[src/rtl/wave_queue_param.sv]
// wave_queue_param: per-wavefront instruction/PC queue with fetch slot
// reservation, in-order fill, head pop and flush-time drop tracking.
//
// Ports:
//   clk, rst        clock, synchronous active-high reset
//   q_vtail_incr    fetch issued, reserve one slot
//   q_wr            fetch return, write instr_pc_in into the real tail
//   q_rd            pop head entry
//   q_reset         flush: discard entries, turn reservations into drops
//   instr_pc_in     write data
//   instr_pc_out    head entry data (async read)
//   q_empty         no written entries
//   stop_fetch      occupancy incl. reservations and drops >= STOP_LEVEL
//   q_count         written entries
//   q_drop_pending  in-flight returns still to be discarded
//   q_err           one-cycle pulse after a protocol violation
module wave_queue_param #(
  parameter int DATA_WIDTH = 64,
  parameter int DEPTH      = 8,
  parameter int STOP_LEVEL = DEPTH
) (
  input  logic                     clk,
  input  logic                     rst,
  input  logic                     q_vtail_incr,
  input  logic                     q_wr,
  input  logic                     q_rd,
  input  logic                     q_reset,
  input  logic [DATA_WIDTH-1:0]    instr_pc_in,
  output logic [DATA_WIDTH-1:0]    instr_pc_out,
  output logic                     q_empty,
  output logic                     stop_fetch,
  output logic [$clog2(DEPTH):0]   q_count,
  output logic [$clog2(DEPTH):0]   q_drop_pending,
  output logic                     q_err
);

  localparam int AW = $clog2(DEPTH);
  localparam int PW = AW + 1;

  logic [PW-1:0] head_q, head_d;
  logic [PW-1:0] tail_q, tail_d;
  logic [PW-1:0] vtail_q, vtail_d;
  logic [PW-1:0] drop_q, drop_d;
  logic          err_q, err_d;
  logic          we;

  logic [DATA_WIDTH-1:0] mem_q [DEPTH];

  logic [PW-1:0] resv;
  logic [PW:0]   occ;
  logic          incr_ok;
  logic          wr_drop;
  logic          wr_fill;
  logic          wr_bad;

  assign resv    = vtail_q - tail_q;
  // Extra bit so the sum of live slots and pending drops cannot wrap.
  assign occ     = {1'b0, vtail_q - head_q} + {1'b0, drop_q};
  assign incr_ok = occ < (PW+1)'(DEPTH);
  assign wr_drop = q_wr && (drop_q != '0);
  assign wr_fill = q_wr && (drop_q == '0) && (resv != '0);
  assign wr_bad  = q_wr && (drop_q == '0) && (resv == '0);

  assign q_empty        = (head_q == tail_q);
  assign q_count        = tail_q - head_q;
  assign q_drop_pending = drop_q;
  assign stop_fetch     = occ >= (PW+1)'(STOP_LEVEL);
  assign instr_pc_out   = mem_q[head_q[AW-1:0]];
  assign q_err          = err_q;

  always_comb begin
    head_d  = head_q;
    tail_d  = tail_q;
    vtail_d = vtail_q;
    drop_d  = drop_q;
    err_d   = 1'b0;
    we      = 1'b0;
    if (q_reset) begin
      // Outstanding reservations (after this cycle's old-stream ops)
      // become returns that must be swallowed later.
      drop_d  = PW'({1'b0, drop_q}
                  - (PW+1)'(wr_drop)
                  + {1'b0, resv}
                  + (PW+1)'(q_vtail_incr)
                  - (PW+1)'(wr_fill));
      head_d  = '0;
      tail_d  = '0;
      vtail_d = '0;
    end else begin
      if (q_vtail_incr) begin
        if (incr_ok) vtail_d = vtail_q + 1'b1;
        else         err_d   = 1'b1;
      end
      if (wr_drop) drop_d = drop_q - 1'b1;
      if (wr_fill) begin
        we     = 1'b1;
        tail_d = tail_q + 1'b1;
      end
      if (wr_bad) err_d = 1'b1;
      if (q_rd) begin
        if (!q_empty) head_d = head_q + 1'b1;
        else          err_d  = 1'b1;
      end
    end
  end

  always_ff @(posedge clk) begin
    if (rst) begin
      head_q  <= '0;
      tail_q  <= '0;
      vtail_q <= '0;
      drop_q  <= '0;
      err_q   <= 1'b0;
      for (int i = 0; i < DEPTH; i++) mem_q[i] <= '0;
    end else begin
      head_q  <= head_d;
      tail_q  <= tail_d;
      vtail_q <= vtail_d;
      drop_q  <= drop_d;
      err_q   <= err_d;
      if (we) mem_q[tail_q[AW-1:0]] <= instr_pc_in;
    end
  end

endmodule

[config.mk]
export PLATFORM = sky130hd
export DESIGN_NAME = wave_queue_param
export DESIGN_NICKNAME = d
export VERILOG_FILES = /design/src/rtl/wave_queue_param.sv
export SDC_FILE = /design/constraint.sdc
export NUM_CORES = 1
export LEC_CHECK = 0
export CAP_MARGIN = 30
export CORE_UTILIZATION = 50
export CTS_CLUSTER_SIZE = 8
export DETAILED_ROUTE_END_ITERATION = 10
export GPL_TIMING_DRIVEN = 0
export PLACE_DENSITY = 0.81
export SYNTH_ARGS = -nofsm -noshare
export SYNTH_HDL_FRONTEND = slang
export SYNTH_SLANG_ARGS = --single-unit
export TNS_END_PERCENT = 10
[constraint.sdc]
create_clock -name clk -period 7.7 [get_ports clk]
set_input_delay 1.155 -clock clk [delete_from_list [all_inputs] [get_ports clk]]
set_output_delay 1.155 -clock clk [all_outputs]
set_load 0.01 [all_outputs]
==> flow_summary.json, run 1 <==
{
  "status": "finished, violations left",
  "failed_checks": "DRC",
  "ff2ff_path_depth": 17,
  "worstPathCellList": "ha_1 > inv_1 > fa_1 > xnor2_1 > nand3_1 > o31a_1 > buf_2 > fa_1 > fa_1 > inv_1 > fa_1 > a21o_1 > a21oi_1 > xnor2_1 > xnor2_1 > a22oi_1 > mux2_2",
  "ys_seq_elements": 532,
  "syn_avg_cell_area_um2": 14.5,
  "syn_area_um2": 23800,
  "ant_nets": 0,
  "slew_headroom": 0.332,
  "grt_remaining_overflow": 0,
  "die_h_um": 220,
  "synth.area.top_cells": "edfxtp_1 65%, mux4_2 12%, nor2_1 7.5%",
  "drv_cap": 0,
  "synth_compound_area_frac": 0.00893,
  "synth_simple_gate_area_frac": 0.119,
  "num_io_pins": 145,
  "die-area_um2": 48500,
  "fp.dieW_um": 220,
  "rsz0062_at_grt": "false",
  "worstPathRequired_ns": 8.18,
  "wl_per_cell_um": 23.9,
  "synth_top_family_by_area": "multiplexers",
  "total_power_uw": 6860,
  "crit_path_frequent_cell": "fa_1",
  "whs_ns": 0.587,
  "clk_pin_slew_worst_paths_ns": 0.05,
  "start_util": 0.510,
  "hold_viol_final": 0,
  "postCtsSetupRepairBufs": 0,
  "vias_per_cell": 5.93,
  "synth-edff-count": 512,
  "antenna_found_initial": 0,
  "drc": 3,
  "critPathKind": "flip-flop to flip-flop",
  "synth_top_area_share": 0.645,
  "clockBufferDepth": 3,
  "clk_latency_ns": 0.60,
  "place_congestion": 0.791,
  "peakVddDrop_uv": 161,
  "ys_seq_area_frac": 0.662,
  "root_buffer": "clkbuf_16",
  "synth_nets": 1739,
  "yosysTopAreaCell": "edfxtp_1",
  "nets": 1975,
  "numPortBuffers": 143,
  "slew_viol_final": 0,
  "coreArea_um2": 46800,
  "stdcell_area_um2": 28500,
  "slowest_stage": "dfxtp_1",
  "first_global_vias": 15727,
  "crit_fanout": 10,
  "synth_cell_type_count": 39,
  "min_path_cells": 2,
  "cts_sinks": 532,
  "synth_xor_area_frac": 0.00735,
  "finalSetupViolCount": 0,
  "syn_inst": 1639,
  "finClkSkew_ns": 0.0213,
  "place_area_um2": 26400,
  "postCtsHoldBufs": 0,
  "max_freq_mhz": 209,
  "fillerInstances": 3243,
  "dp.final_hpwl_um": 37900,
  "cp.arrival_ns": 5.26,
  "wl_um": 59700,
  "worst_pin_slew_ns": 1.00,
  "synth_fa_ha_area_frac": 0.0183,
  "grt_pass1_wl_um": 90700,
  "ys.warnings.count": 0,
  "drive_above_1_share": 0.195,
  "final_core_util": 0.609,
  "synth.area.mux_share": 0.153,
  "synth_ff_type": "edfxtp_1",
  "power_density_nw_per_um2": 241,
  "core.rowCount": 79,
  "numCtsBuffers": 76,
  "grtUsageTotal": 0.254,
  "dr.pass1.iters": 8,
  "final_cells": 2502,
  "area_delta_synth_final_pct": 19.5,
  "crit_path_end_kind": "flip-flop",
  "cts_max_level": 3,
  "grt_max_degree": 52,
  "fin_crit_ns": 4.78,
  "p_leak_uw": 0.00960,
  "start_kind": "flip-flop",
  "hold_path.class": "flip-flop to flip-flop",
  "async_reset_ff_frac": 0,
  "vias": 14848,
  "diodes": 0,
  "drt_first_iter_violations": 1651,
  "fin_crit_sh": 0.621,
  "cts_tree": "done",
  "crit_path_max_incr_delay_ns": 0.54,
  "dp_cells": 2404,
  "cts_resized": 0
}
cells in the mapped netlist (13+ instances only):
cell type and instances:
ha_1 22, edfxtp_1 512, clkbuf_1 42, dfxtp_1 20, buf_2 38, mux2_2 67
nor2_1 473, buf_6 26, mux4_2 128, and2_1 65, xnor2_1 13, inv_1 25
nand2_1 139
through the flow:
step           worst slack, ns  setup TNS [ns]
2_1_floorplan            0.465               0
3_3_place_gp             -4.81         -562.03
3_5_place_dp              2.73               0
4_1_cts                   2.91               0
5_1_grt                   2.65               0
6_report                  2.92               0
final timing paths:
check / to / slack, ns / start
worst min-delay path: vtail_q[3]$_SDFFE_PP0P_ / 0.59 / vtail_q[3]$_SDFFE_PP0P_
worst max register to register: q_drop_pending[3]$_SDFFE_PP0P_ / 2.92 / tail_q[0]$_SDFFE_PP0N_
worst min register to register: vtail_q[3]$_SDFFE_PP0P_ / 0.59 / vtail_q[3]$_SDFFE_PP0P_
worst max-delay path: q_drop_pending[3]$_SDFFE_PP0P_ / 2.92 / tail_q[0]$_SDFFE_PP0N_
where the power goes:
part / leakage [uW] / total, uW / switching [uW] / internal, uW
Combinational: 0.00313 / 562 / 307 / 254
Sequential: 0.00545 / 3320 / 43.2 / 3280
Clock: 0.00102 / 2970 / 1150 / 1820
Total: 0.00960 / 6860 / 1500 / 5360
worst max-delay path, delay by kind of cell, from the launching register on:
family | cells | cell delay, ns
fa+ha+maj | 5 | 2.02
xor+xnor | 3 | 0.54
simple gates | 1 | 0.13
compound gates | 4 | 0.77
flops | 1 | 0.54
mux | 1 | 0.35
buf+inv | 3 | 0.31
layer usage:
layer / wire length [um] / track usage / vias up
li1: - / - / 6386
met5: 0 / 0 / -
met2: 29800 / 0.423 / 876
met1: 22200 / 0.328 / 7444
met4: 2060 / 0.110 / 0
met3: 5600 / 0.0445 / 142
cell families after synthesis:
logic type      count (synthesis)
xor+xnor                       20
flops                         532
buf+inv                       134
simple gates                  696
compound gates                 31
mux                           196
fa+ha+maj                      30
state kept, by name (all words and copies together), names as in the netlist, named ones only:
signal,cells
head_q,4
q_drop_pending,4
q_err,1
vtail_q,4
tail_q,4
mem_q,512
cell type report:
class | count | area [um^2] | share of cell area
well taps | 607 | 759 | 0.0267
clock buffers | 93 | 2030 | 0.0713
multi-input cells | 973 | 7370 | 0.259
plain buffers | 109 | 659 | 0.0232
repair buffers | 158 | 1730 | 0.0609
clock inverters | 5 | 55.1 | 0.00193
inverters | 25 | 93.8 | 0.00329
flip-flops and latches | 532 | 15800 | 0.554
cells in the final DEF, fill, tap and decap left out, drive strengths merged, types with 2 or more instances in the layout:
cell type and count:
mux2 67, inv 27, a21o 10, o31ai 2, nor2b 2, o21ai 2, nand3 4, clkinv 3
clkbuf 135, ha 22, clkdlybuf4s50 143, fa 8, mux4 128, and3 4, a21oi 10, xor2 7
a22oi 2, nand4 2, buf 82, nor2 473, nor3 2, dfxtp 20, edfxtp 512, nand2 139
xnor2 13, and2 65
No activity file was read; power rests on OpenSTA's default activity.
==> run 2: changes to the inputs <==
--- a/config.mk
+++ b/config.mk
@@ -10,7 +10,7 @@
 export CTS_CLUSTER_SIZE = 8
 export DETAILED_ROUTE_END_ITERATION = 10
 export GPL_TIMING_DRIVEN = 0
-export PLACE_DENSITY = 0.81
+export PLACE_DENSITY = 0.78
 export SYNTH_ARGS = -nofsm -noshare
 export SYNTH_HDL_FRONTEND = slang
 export SYNTH_SLANG_ARGS = --single-unit
==> constraint.sdc (replaced) <==
create_clock -name clk -period 4.7 [get_ports clk]
set_input_delay 0.705 -clock clk [delete_from_list [all_inputs] [get_ports clk]]
set_output_delay 0.705 -clock clk [all_outputs]
set_load 0.01 [all_outputs]
==> run 2 against run 1 <==
The flow still finishes with violations (DRC). Worst setup slack lost 2.7 ns. Fmax grew 5.8%. Clock skew grew 0.013 ns. Global-route usage shrank 0.12 points. Final cell count shrank 0.20%. Routed wire length grew 0.84%. Die area is the same. Sequential share of layout area shrank 0.10 points. Utilization grew 0.14 points. Critical path depth is the same. Clock power grew 64%. Critical path type unchanged. Critical endpoint unchanged. Largest power group unchanged. Highest routed layer unchanged.
==> flow_summary.json, run 2 (synthesis results as in run 1) <==
{
  "status": "finished, violations left",
  "failed_checks": "DRC",
  "crit_path_frequent_cell": "fa_1",
  "slew_viol_final": 0,
  "slew_headroom": 0.354,
  "core.rowCount": 79,
  "hold_path.class": "flip-flop to flip-flop",
  "fin_ws_ns": 0.181,
  "reg2reg_slack_ns": 0.18,
  "start_kind": "flip-flop",
  "grt_max_degree": 47,
  "largest_reg_flops": 512,
  "fillerInstances": 3302,
  "largest_register": "mem_q",
  "num_io_pins": 145,
  "cp.arrival_ns": 5.01,
  "cts_tree": "done",
  "peakVddDrop_uv": 229,
  "clockBufferDepth": 3,
  "fp.dieW_um": 220,
  "final_common_cell": "edfxtp_1",
  "slowest_stage": "fa_1",
  "power_density_nw_per_um2": 394,
  "drive_above_1_share": 0.200,
  "wl_per_cell_um": 24.1,
  "drc": 5,
  "met2_length_um": 30500,
  "clk_pin_slew_worst_paths_ns": 0.05,
  "cts_max_level": 3,
  "holdPathEnd": "vtail_q[0]$_SDFFE_PP0P_",
  "hold_viol_final": 0,
  "final_core_util": 0.611,
  "antenna_found_initial": 2,
  "postCtsHoldBufs": 0,
  "area_delta_synth_final_pct": 19.8,
  "wl_met1_um": 22600,
  "max_freq_mhz": 221,
  "crit_fanout": 10,
  "reg2reg_to": "q_drop_pending[3]$_SDFFE_PP0P_",
  "r2r-start": "tail_q[0]$_SDFFE_PP0N_",
  "die_h_um": 220,
  "drt_first_iter_violations": 1754,
  "crit_path_end_kind": "flip-flop",
  "nets": 1976,
  "min_path_cells": 2,
  "start_util": 0.510,
  "crit_path_max_incr_delay_ns": 0.51,
  "fin_crit_ns": 4.52,
  "worst_pin_slew_ns": 0.969,
  "hp-start": "vtail_q[0]$_SDFFE_PP0P_",
  "critPathTopFamily": "adder cells",
  "finClkSkew_ns": 0.0343,
  "setup_tns_ns": 0,
  "worstPathRequired_ns": 5.19,
  "place_congestion": 0.790,
  "clk_latency_ns": 0.60,
  "vias_per_cell": 5.93,
  "grt_remaining_overflow": 0,
  "root_buffer": "clkbuf_16",
  "finalSetupViolCount": 0,
  "numPortBuffers": 143,
  "worstPathCellList": "ha_1 > inv_1 > fa_1 > xnor2_2 > nand3_1 > o31a_1 > buf_4 > fa_1 > fa_1 > inv_1 > fa_1 > a21o_1 > a21oi_2 > xnor2_1 > xnor2_1 > a22oi_1 > mux2_2",
  "numCtsBuffers": 76,
  "p_leak_uw": 0.00962,
  "preCtsSetupSlack_ns": -0.100,
  "grtUsageTotal": 0.253,
  "dr_wl_met3_um": 5180,
  "vias": 14801,
  "first_global_vias": 15513,
  "critPathKind": "flip-flop to flip-flop",
  "dr.pass1.iters": 10,
  "dp.final_hpwl_um": 37900,
  "routed.top_layer": "met4",
  "drv_cap": 0,
  "fin_crit_sh": 0.962,
  "ff2ff_path_depth": 17,
  "wl_um": 60200,
  "cts_sinks": 532,
  "coreArea_um2": 46800,
  "ant_nets": 0,
  "die-area_um2": 48500,
  "grt_pass1_wl_um": 89800,
  "final_cell_mix": "512 x edfxtp_1, 473 x nor2_1, 143 x clkdlybuf4s50_1",
  "path_buf_inv": 3
}
## run 2: cell types whose count changed in the layout (fill, tap and decap cells not counted), moves of 3 or more
cell	change
clkbuf_1	-7
buf_16	+5
dfxtp_1	-4
buf_12	-3
dfxtp_2	+3
## run 2: layout make-up
cell class | instances | area (um^2) | area share
Antenna cell | 2 | 5.00 | 0.000175
Buffer | 109 | 662 | 0.0232
Clock buffer | 85 | 1980 | 0.0693
Clock inverter | 5 | 83.8 | 0.00294
Inverter | 25 | 93.8 | 0.00329
Multi-Input combinational cell | 973 | 7380 | 0.259
Sequential cell | 532 | 15800 | 0.553
Tap cell | 607 | 759 | 0.0266
Timing Repair Buffer | 159 | 1800 | 0.0629
## run 2: per-layer routing
layer  global-route usage  vias to the layer above
met3               0.0375                      117
met4                0.109                        0
met1                0.330                     7439
li1                     -                     6385
met5                    0                        -
met2                0.423                      860
## run 2: how the worst max path moves through the flow
stage	startpoint	end	slack [ns]	depth (start not counted)
2_1_floorplan	tail_q[0]$_SDFFE_PP0N_	mem_q[7][0]$_SDFFCE_PN0P_	-0.42	9
3_3_place_gp	tail_q[0]$_SDFFE_PP0N_	mem_q[7][28]$_SDFFCE_PN0P_	-3.73	9
3_5_place_dp	tail_q[0]$_SDFFE_PP0N_	q_drop_pending[3]$_SDFFE_PP0P_	-0.10	17
4_1_cts	tail_q[0]$_SDFFE_PP0N_	q_drop_pending[3]$_SDFFE_PP0P_	0.01	17
5_1_grt	tail_q[0]$_SDFFE_PP0N_	q_drop_pending[3]$_SDFFE_PP0P_	-0.005	17
6_report	tail_q[0]$_SDFFE_PP0N_	q_drop_pending[3]$_SDFFE_PP0P_	0.18	17
## run 2: per-stage QoR
stage	cells	area [um^2]	total power, uW	hold slack [ns]
floorplan	1639	23800	6030	0.495
global placement	2389	26000	6410	0.520
detailed placement	2405	26500	6450	0.574
CTS	2495	28500	11300	0.589
global route	2497	28500	11500	0.594
finish	2497	28500	11300	0.561
## run 2: tightest hold or removal path, stage by stage, from the launching register on
cell and delay, ns:
dfxtp_2 0.37, xnor2_1 0.08, nor2_1 0.08
## run 2: timing repair
| action | CTS | global route |
|---|---|---|
| endpoints found under the setup margin | 1 | 1 |
| pin swaps | 0 | 1 |
| setup buffers | 0 | 0 |
| resized for setup | 3 | 8 |
## run 2: where the power goes
part           leakage, uW  switching (uW)  internal [uW]
clock network      0.00101            1880           2990
registers          0.00545            70.8           5370
logic              0.00316             510            426
total              0.00962            2460           8790
==> run 3: changes to the inputs <==
--- a/config.mk
+++ b/config.mk
@@ -11,6 +11,7 @@
 export DETAILED_ROUTE_END_ITERATION = 10
 export GPL_TIMING_DRIVEN = 0
 export PLACE_DENSITY = 0.78
+export SKIP_LAST_GASP = 1
 export SYNTH_ARGS = -nofsm -noshare
 export SYNTH_HDL_FRONTEND = slang
 export SYNTH_SLANG_ARGS = --single-unit
==> results of run 3 <==
No change in the layout: final DEF, timing and power equal those of run 2.
